<file path="src/rtl/hazard_pkg.sv">
// hazard_pkg: shared types and constants for the hazard/stall controller.
package hazard_pkg;
  typedef enum logic [1:0] {IDLE, LOAD_WAIT, MDU_WAIT} state_e;
  localparam int CNT_W = 4;
  localparam int PERF_W = 32;
  localparam int X0 = 0;
endpackage

</file>
<file path="src/rtl/hazard_perf_cnt.sv">
// hazard_perf_cnt: wrapping per-cycle counters for load stalls, MDU holds and flushes.
module hazard_perf_cnt
  import hazard_pkg::*;
(
  input  logic              clk_i,
  input  logic              rst_i,
  input  logic              ld_stall_i,
  input  logic              mdu_hold_i,
  input  logic              flush_i,
  output logic [PERF_W-1:0] perf_load_stall_o,
  output logic [PERF_W-1:0] perf_mdu_stall_o,
  output logic [PERF_W-1:0] perf_flush_o
);
  logic [PERF_W-1:0] ld_q, mdu_q, fl_q;
  always_ff @(posedge clk_i or negedge rst_i) begin
    if (!rst_i) begin
      ld_q  <= '0;
      mdu_q <= '0;
      fl_q  <= '0;
    end else begin
      ld_q  <= ld_q + PERF_W'(ld_stall_i);
      mdu_q <= mdu_q + PERF_W'(mdu_hold_i);
      fl_q  <= fl_q + PERF_W'(flush_i);
    end
  end
  assign perf_load_stall_o = ld_q;
  assign perf_mdu_stall_o  = mdu_q;
  assign perf_flush_o      = fl_q;
endmodule

</file>
<file path="src/rtl/hazard_stall_ctrl.sv">
// hazard_stall_ctrl: load-use / MDU / taken-branch stall and flush control for the 5-stage core.
// Optional STALL_PERF_CNT_EN adds three wrapping 32-bit stall/flush performance counters.
module hazard_stall_ctrl
  import hazard_pkg::*;
#(
  parameter int REG_ADDR_W = 5,
  parameter int LOAD_STALL = 1,
  parameter int MDU_LAT    = 4
) (
  input  logic                  clk_i,
  input  logic                  rst_i,
  input  logic [REG_ADDR_W-1:0] id_rs1_i,
  input  logic [REG_ADDR_W-1:0] id_rs2_i,
  input  logic                  id_rs1_used_i,
  input  logic                  id_rs2_used_i,
  input  logic [REG_ADDR_W-1:0] ex_rd_i,
  input  logic                  ex_memread_i,
  input  logic                  ex_mdu_start_i,
  input  logic                  ex_branch_taken_i,
  output logic                  pc_write_o,
  output logic                  ifid_write_o,
  output logic                  ifid_flush_o,
  output logic                  idex_bubble_o,
  output logic                  idex_hold_o,
  output logic                  exmem_bubble_o,
  output logic                  busy_o
`ifdef STALL_PERF_CNT_EN
  ,
  output logic [PERF_W-1:0]     perf_load_stall_o,
  output logic [PERF_W-1:0]     perf_mdu_stall_o,
  output logic [PERF_W-1:0]     perf_flush_o
`endif
);
  localparam bit LD_WAITS  = LOAD_STALL > 1;
  localparam bit MDU_HOLDS = MDU_LAT > 1;
  localparam bit MDU_WAITS = MDU_LAT > 2;
  localparam logic [CNT_W-1:0] LD_INIT  = CNT_W'(LD_WAITS ? LOAD_STALL - 2 : 0);
  // Start cycle plus MDU_LAT-2 wait cycles; the wait state runs cnt down to 0 inclusive.
  localparam logic [CNT_W-1:0] MDU_INIT = CNT_W'(MDU_WAITS ? MDU_LAT - 3 : 0);
  state_e           state_q, state_d;
  logic [CNT_W-1:0] cnt_q, cnt_d;
  logic idle, lu_haz, br_go, mdu_go, ld_go, ld_stall, mdu_hold;
  assign lu_haz = ex_memread_i & (ex_rd_i != REG_ADDR_W'(X0)) &
                  ((id_rs1_used_i & (ex_rd_i == id_rs1_i)) |
                   (id_rs2_used_i & (ex_rd_i == id_rs2_i)));
  // Gating with rst_i forces reset output values even while hazard inputs are live.
  assign idle     = rst_i & (state_q == IDLE);
  assign br_go    = idle & ex_branch_taken_i;
  assign mdu_go   = idle & ~ex_branch_taken_i & ex_mdu_start_i & MDU_HOLDS;
  assign ld_go    = idle & ~ex_branch_taken_i & ~mdu_go & lu_haz;
  assign ld_stall = ld_go | (rst_i & (state_q == LOAD_WAIT));
  assign mdu_hold = mdu_go | (rst_i & (state_q == MDU_WAIT));
  always_comb begin
    state_d = (state_q == IDLE) ? ((mdu_go && MDU_WAITS) ? MDU_WAIT :
                                   (ld_go && LD_WAITS) ? LOAD_WAIT : IDLE)
                                : ((cnt_q == '0) ? IDLE : state_q);
    cnt_d   = mdu_go ? MDU_INIT : ld_go ? LD_INIT :
              (cnt_q == '0) ? cnt_q : cnt_q - CNT_W'(1);
  end
  always_ff @(posedge clk_i or negedge rst_i) begin
    if (!rst_i) begin
      state_q <= IDLE;
      cnt_q   <= '0;
    end else begin
      state_q <= state_d;
      cnt_q   <= cnt_d;
    end
  end
  assign pc_write_o     = ~(ld_stall | mdu_hold);
  assign ifid_write_o   = ~(ld_stall | mdu_hold);
  assign ifid_flush_o   = br_go;
  assign idex_bubble_o  = br_go | ld_stall;
  assign idex_hold_o    = mdu_hold;
  assign exmem_bubble_o = mdu_hold;
  assign busy_o         = state_q != IDLE;
  always_ff @(posedge clk_i) begin
    if (rst_i) begin
      assert (!(ex_mdu_start_i && (ex_memread_i || ex_branch_taken_i)));
    end
  end
`ifdef STALL_PERF_CNT_EN
  hazard_perf_cnt u_perf (
    .clk_i             (clk_i),
    .rst_i             (rst_i),
    .ld_stall_i        (ld_stall),
    .mdu_hold_i        (mdu_hold),
    .flush_i           (br_go),
    .perf_load_stall_o (perf_load_stall_o),
    .perf_mdu_stall_o  (perf_mdu_stall_o),
    .perf_flush_o      (perf_flush_o)
  );
`endif
endmodule

</file>
<file path="config.mk">
export PLATFORM = sky130hd
export DESIGN_NAME = hazard_stall_ctrl
export DESIGN_NICKNAME = d
export VERILOG_FILES = /design/src/rtl/hazard_pkg.sv /design/src/rtl/hazard_perf_cnt.sv /design/src/rtl/hazard_stall_ctrl.sv
export SDC_FILE = /design/constraint.sdc
export NUM_CORES = 1
export LEC_CHECK = 0
export BUFFER_PORTS_ARGS = -buffer_cell sky130_fd_sc_hd__clkbuf_2
export CAP_MARGIN = 20
export CORE_AREA = 2 2 39 41
export CTS_CLUSTER_DIAMETER = 80
export DETAILED_ROUTE_END_ITERATION = 16
export DIE_AREA = 0 0 41 43
export PLACE_DENSITY = 0.67
export SETUP_SLACK_MARGIN = 0.05
export SYNTH_ARGS = -nofsm -noshare
export SYNTH_HDL_FRONTEND = slang
export SYNTH_SLANG_ARGS = --single-unit
</file>
<file path="constraint.sdc">
create_clock -name clk_i -period 4.65 [get_ports clk_i]
set_input_delay 0.93 -clock clk_i [delete_from_list [all_inputs] [get_ports clk_i]]
set_output_delay 0.93 -clock clk_i [all_outputs]
set_load 0.05 [all_outputs]
</file>
==> results.md, run 1 <==
* Outcome: complete, no violations
* Crit-path max cell delay at 370 ps
* WP buf/inv at 2
* Initial Util at 0.328
* Worst-path clk slew at 50 ps
* Adder-Cell Fraction of Synth Area at 0.0551
* Port-buffer cells at 28
* Fin Clk Skew at 2.46 ps
* DRC errors left at 0
* Mux cell area share after synthesis at 0
* Core area at 1380 sq um
* Critical path's slowest cell: nor4_1
* DIE HEIGHT at 43 um
* Rows at 14
* Total gr overflow at 0
* Hold/Removal Path Class: in2async
* CTS tree: done
* Layout cells sized above 1 at 0.450
* Synthesized flop and latch total at 5
* Root buffer cell: clkbuf_4
* Worst path arrival time at 2460 ps
* Skew-Pair Late Insertion Delay at 240 ps
* WL per Instance at 10.1 um
* Post-Place Cells at 92
* Layout area overhead at 37.2%
* Slew headroom at 0.580
* Detail-routed via count per cell at 4.70
* Critical Path, Cell by Cell: clkbuf_2 > xor2_1 > nor4_1 > nand3_1 > a21oi_2 > or2_1 > clkbuf_2
* Clock buffer depth at 2
* Metal-1 WL at 422 um
* Synth Area per Inst at 8.91 sq um
* Final nets at 105
* CTS Buf Count at 3
* Worst-path maximum fanout at 6
* WL met3 at 87 um
* Unrepaired setup endpoints after global routing: no
* Final hold vios at 0
* Pleak at 0.325 nW
* Slew @ Worst Pin at 629 ps
* Number of diodes at 0
* First-pass GRT wire length at 1440 um
* DR vias at 451
* Vias in the first global route at 397
* Resized Gates After CTS at 0
* CTS H-tree depth at 1
* DRT antenna net count at 0
* Max capacitance violation total at 0
* Post-DP HPWL at 827 um
* DR WL met2 at 461 um
* Slew Limit Fails at 0
* Routability cong. at 0.700
* Total nets after synthesis at 75
* Peak supply drop at 312 uV
* P per Cell Area at 542 nW/um^2
* Most frequent cells in the layout: clkbuf_2 (28), xor2_1 (8), dfrtp_1 (5)
* Final hold slack at 512 ps
* Layout Cells excl Fill at 96
* DRT Wirelength at 971 um
* CP Class: in2out
* CTS sink cnt at 5
* YS warnings at 0
* Synthesized cell area at 454 sq um
* DIE WIDTH at 41 um
* Largest family of logic cells by synthesized area: simple AND/OR/NAND/NOR gates
* First-iteration detailed-routing DRC count at 2
* Top layer in use: met3
* Xor/xnor share of the synthesized area at 0.231
* Period utilisation layout at 0.728
* # setup viols final at 0
* F_max at 295 MHz
* Most common cell after layout, fill and taps aside: clkbuf_2
* Cts hold-fix bufs at 0
* Reg area at 125 sq um
* Critical Path Most Common Cell: clkbuf_2
* Cells after Synth at 51
* Setup_tns at 0 ps
* Overall Global Routing Usage at 0.119
* I/O pin total at 29
* CP delay by family, top: simple AND/OR/NAND/NOR gates
* First drt pass iteration count at 2
* Setup crit end kind: output port
* Post-CTS setup buffers at 0
* Crit start category: primary input
* Clock period minus worst slack at 3390 ps
* Die area at 1760 sq um
* Synth Area in Compound Gates at 0.107
* Largest net degree at the start of global routing at 9
* Fillers at 147
* Netlist cell types at 23
* Simple-gate portion of the synthesized area at 0.256
* Initial antenna violation count at 0
* Sequential fraction of the synthesis area at 0.275
* Req. time, crit path at 3720 ps
* Area occupied by multi-input gates at 295 sq um
## where the power goes
group	total, W	switching, W	internal (W)
sequential	0.0000844	0.0000177	0.0000667
clock	0.0000502	0.0000191	0.0000312
combinational	0.000203	0.000133	0.0000697
total	0.000337	0.000170	0.000168
## worst paths after layout
kind | start | cells after the start | end | slack [ps]
max in group asynchronous | rst_i | 1 | cnt_q[3] | 3970
worst max-delay path | ex_rd_i[3] | 7 | idex_bubble_o | 1260
worst min-delay path | rst_i | 1 | state_q[1] | 510
worst max register to register | cnt_q[0] | 6 | cnt_q[0] | 3050
min in group clk_i | cnt_q[1] | 2 | cnt_q[1] | 590
worst min register to register | cnt_q[1] | 2 | cnt_q[1] | 590
## worst register-to-register path: stages, from the launching register on
cell and delay (ps):
dfrtp_1 400, inv_1 90, ha_1 170, nor3b_1 540
xnor2_1 130, nor2_1 100, nor2_1 50
## flip-flops by register name, summed over array words and instances (netlist names)
signal	flops
state_q	1
cnt_q	4
## cell families after synthesis
kind of cell | count (synthesis)
and+or+nand+nor | 19
AOI/OAI and AO/OA | 6
adders and majority gates | 2
DFF | 5
xor gates and xnor gates | 12
buffers and inverters | 7
## through the flow
step	util	power (W)	worst slack, ps	cell area, sq um
after detailed placement	0.430	0.000290	1260	596
after global routing	0.450	0.000366	1190	623
after global placement	0.430	0.000288	1300	596
final	0.450	0.000338	1260	623
after floorplan	-	0.000249	890	454
after CTS	0.450	0.000345	1270	623
## per-layer routing
layer | vias to the layer above | GRT usage
met1 | 199 | 0.138
met4 | 0 | 0.0600
met2 | 22 | 0.191
li1 | 230 | -
met3 | 0 | 0.0314
met5 | - | 0
## cell usage after synthesis
| cell | instances | area [sq um] |
|---|---|---|
| ha_1 | 2 | 25.0 |
| nand3_1 | 2 | 10.0 |
| buf_4 | 2 | 15.0 |
| o21bai_1 | 1 | 7.51 |
| and3_1 | 1 | 6.26 |
| o2111ai_2 | 1 | 15.0 |
| inv_1 | 4 | 15.0 |
| a21oi_1 | 2 | 10.0 |
| clkbuf_1 | 1 | 3.75 |
| nor3_1 | 3 | 15.0 |
| xor2_1 | 8 | 70.1 |
| a21o_1 | 1 | 7.51 |
| or3_1 | 1 | 6.26 |
| and2_1 | 1 | 6.26 |
| nor4_2 | 1 | 12.5 |
| or4_4 | 1 | 11.3 |
| or2_1 | 1 | 6.26 |
| xnor2_1 | 4 | 35.0 |
| nor2_1 | 4 | 15.0 |
| dfrtp_1 | 5 | 125 |
| nor3b_1 | 2 | 15.0 |
| a21oi_2 | 1 | 8.76 |
| nor4_1 | 2 | 12.5 |
## layout make-up
| cell class | instances | share of cell area |
|---|---|---|
| Multi-Input combinational cell | 39 | 0.474 |
| Tap cell | 16 | 0.0321 |
| Clock buffer | 3 | 0.0361 |
| Inverter | 4 | 0.0241 |
| Clock inverter | 1 | 0.00803 |
| Sequential cell | 5 | 0.201 |
| Timing Repair Buffer | 28 | 0.225 |
Note: power is estimated with default switching activity, not from simulation.
==> run 2: changes to the inputs <==
--- a/config.mk
+++ b/config.mk
@@ -5,13 +5,13 @@
 export SDC_FILE = /design/constraint.sdc
 export NUM_CORES = 1
 export LEC_CHECK = 0
+export ABC_AREA = 1
 export BUFFER_PORTS_ARGS = -buffer_cell sky130_fd_sc_hd__clkbuf_2
 export CAP_MARGIN = 20
-export CORE_AREA = 2 2 39 41
+export CORE_UTILIZATION = 39
 export CTS_CLUSTER_DIAMETER = 80
 export DETAILED_ROUTE_END_ITERATION = 16
-export DIE_AREA = 0 0 41 43
-export PLACE_DENSITY = 0.67
+export PLACE_DENSITY = 0.73
 export SETUP_SLACK_MARGIN = 0.05
 export SYNTH_ARGS = -nofsm -noshare
 export SYNTH_HDL_FRONTEND = slang
==> constraint.sdc (replaced) <==
create_clock -name clk_i -period 3.1 [get_ports clk_i]
set_input_delay 0.62 -clock clk_i [delete_from_list [all_inputs] [get_ports clk_i]]
set_output_delay 0.62 -clock clk_i [all_outputs]
set_load 0.05 [all_outputs]
==> run 2 against run 1 <==
  * Sequential power increased by 46%
  * Largest power group unchanged
  * Global-route usage rose by 6.1 points
  * Critical path type unchanged
  * Register-to-register slack got worse by 1200 ps
==> results.md, run 2 <==
* Synth Area per Inst at 5.56 sq um
* Pleak at 0.513 nW
* Main synth FF type: dfrtp_1
* Cells after Synth at 100
* Most frequent cell after synthesis: nand2_1
* Fillers at 140
* Total nets after synthesis at 124
* Sequential fraction of the synthesis area at 0.225
* Dpl ws at 810 ps
* Resized Gates After CTS at 0
* Layout area overhead at 30.6%
* F_max at 424 MHz
* # setup viols final at 0
* DRT Wirelength at 1170 um
* Rows at 13
* Post-DP HPWL at 985 um
* Reg area at 125 sq um
* WL per Instance at 8.03 um
* Clock buffer depth at 2
* P per Cell Area at 732 nW/um^2
* Post-CTS setup buffers at 0
* Top Registers: cnt_q x4, state_q x1
* Initial antenna violation count at 0
* Cell area after layout at 726 sq um
* CTS sink cnt at 5
* Fin Clk Skew at 4.16 ps
* DIE HEIGHT at 39.7 um
* DR vias at 628
* Layout Cells excl Fill at 145
* Routability cong. at 0.739
* Area leader, netlist: nand2_1
* Final WS setup at 742 ps
* Area occupied by multi-input gates at 329 sq um
* Post-synth EDFFs at 0
* Crit-path max cell delay at 310 ps
* Synthesized flop and latch total at 5
* I/O pin total at 29
* Clock period minus worst slack at 2360 ps
* Post-Place Cells at 141
* Final nets at 155
* Overall Global Routing Usage at 0.180
* Synth cell count leaders: nand2_1 (38), inv_1 (22), nor2_1 (13)
* Setup_tns at 0 ps
* Cts hold-fix bufs at 0
* Area share of the leading cell type in the synthesized netlist at 0.257
* CTS tree: done
* Peak supply drop at 413 uV
* Ys async rst share at 1.00
* Most flops, register: cnt_q
* Vias in the first global route at 558
* First-iteration detailed-routing DRC count at 10
* CTS H-tree depth at 1
* Max capacitance violation total at 0
* First-pass GRT wire length at 1990 um
* Worst-path maximum fanout at 4
* Die area at 1580 sq um
* Cell Area, Placed at 699 sq um
* Max FFs per register at 4
* Skew-Pair Late Insertion Delay at 240 ps
* CTS Buf Count at 3
* Worst path arrival time at 1740 ps
* First drt pass iteration count at 4
* Unrepaired setup endpoints after global routing: no
* Crit start category: primary input
* Layout cells sized above 1 at 0.277
* Period utilisation layout at 0.761
* Worst-path clk slew at 50 ps
* Critical Path, Cell by Cell: clkbuf_2 > inv_1 > nand3_1 > nor3_1 > nor2_1 > nand2_2 > nand2_4 > nor2_1 > clkbuf_2
* Outcome: complete, no violations
* Total gr overflow at 0
* Hold/Removal Path Class: in2async
* Most common cell after layout, fill and taps aside: nand2_1
* DIE WIDTH at 39.7 um
* Overall power at 0.000531 W
* Slew Limit Fails at 0
* Final hold vios at 0
* YS warnings at 0
* Port-buffer cells at 28
* DRC errors left at 0
* Largest net degree at the start of global routing at 9
* Netlist cell types at 19
* Top post-synthesis cells by area: nand2_1 (26%), dfrtp_1 (23%), inv_1 (15%), nor2_1 (8.8%), ha_1 (4.5%)
* Number of diodes at 0
* Setup crit end kind: output port
* Core area at 1320 sq um
* CP Class: in2out
* Root buffer cell: clkbuf_4
* Slew @ Worst Pin at 284 ps
* Most frequent cells in the layout: nand2_1 (38), clkbuf_2 (28), inv_1 (22)
* Critical path's slowest cell: clkbuf_2
* Req. time, crit path at 2480 ps
* Detail-routed via count per cell at 4.33
* Synthesized cell area at 556 sq um
* Initial Util at 0.422
* Slew headroom at 0.811
* DRT antenna net count at 0
[run 2: cell count changes in the layout (fill, tap and decap cells not counted), moves of 3 or more]
cell	before	now
inv_1	4	22
nand2_1	0	38
nand3_1	2	5
nor2_1	4	13
xnor2_1	4	0
xor2_1	8	2
[run 2: cell type report]
class,instances,share of cell area
Sequential cell,5,0.172
Inverter,23,0.119
Timing Repair Buffer,28,0.193
Tap cell,15,0.0259
Multi-Input combinational cell,70,0.453
Clock buffer,4,0.0362
[run 2: logic make-up (layout without fill, tap and decap cells)]
logic type | after synthesis | after routing | share of synthesized area
and+or+nand+nor | 63 | 63 | 0.484
buffers and inverters | 25 | 55 | 0.182
DFF | 5 | 5 | 0.225
AOI/OAI and AO/OA | 3 | 3 | 0.0315
adders and majority gates | 2 | 2 | 0.0450
xor gates and xnor gates | 2 | 2 | 0.0315
[run 2: final timing paths]
kind	start	endpoint	slack, ps	cells after the start
worst max-delay path	ex_rd_i[4]	pc_write_o	740	9
worst min register to register	cnt_q[1]	cnt_q[3]	590	3
max in group asynchronous	rst_i	cnt_q[0]	2730	1
worst min-delay path	rst_i	cnt_q[2]	200	1
min in group clk_i	cnt_q[1]	cnt_q[3]	590	3
worst max register to register	cnt_q[0]	cnt_q[1]	1840	8
[run 2: report_power, final]
group / internal (W) / leakage, nW / total, W / switching (W)
clock: 0.0000487 / 0.0150 / 0.0000750 / 0.0000264
sequential: 0.000100 / 0.0607 / 0.000123 / 0.0000222
combinational: 0.000102 / 0.437 / 0.000334 / 0.000231
[run 2: critical path: cells and delay by family]
family	cells	cell delay [ps]
buf+inv	3	500
simple gates	6	620
[run 2: stage by stage]
stage / utilization / hold slack [ps]
6_report: 0.551 / 204
3_5_place_dp: 0.531 / 462
4_1_cts: 0.551 / 211
2_1_floorplan: - / 324
3_3_place_gp: 0.531 / 459
5_1_grt: 0.551 / 205
[run 2: routing by layer]
layer  vias to the layer above  track usage  share of wire
li1                        356            -              -
met1                       250        0.229           0.47
met2                        20        0.328           0.47
met3                         2       0.0170          0.054
met4                         0       0.0259         0.0034
met5                         -            0              0
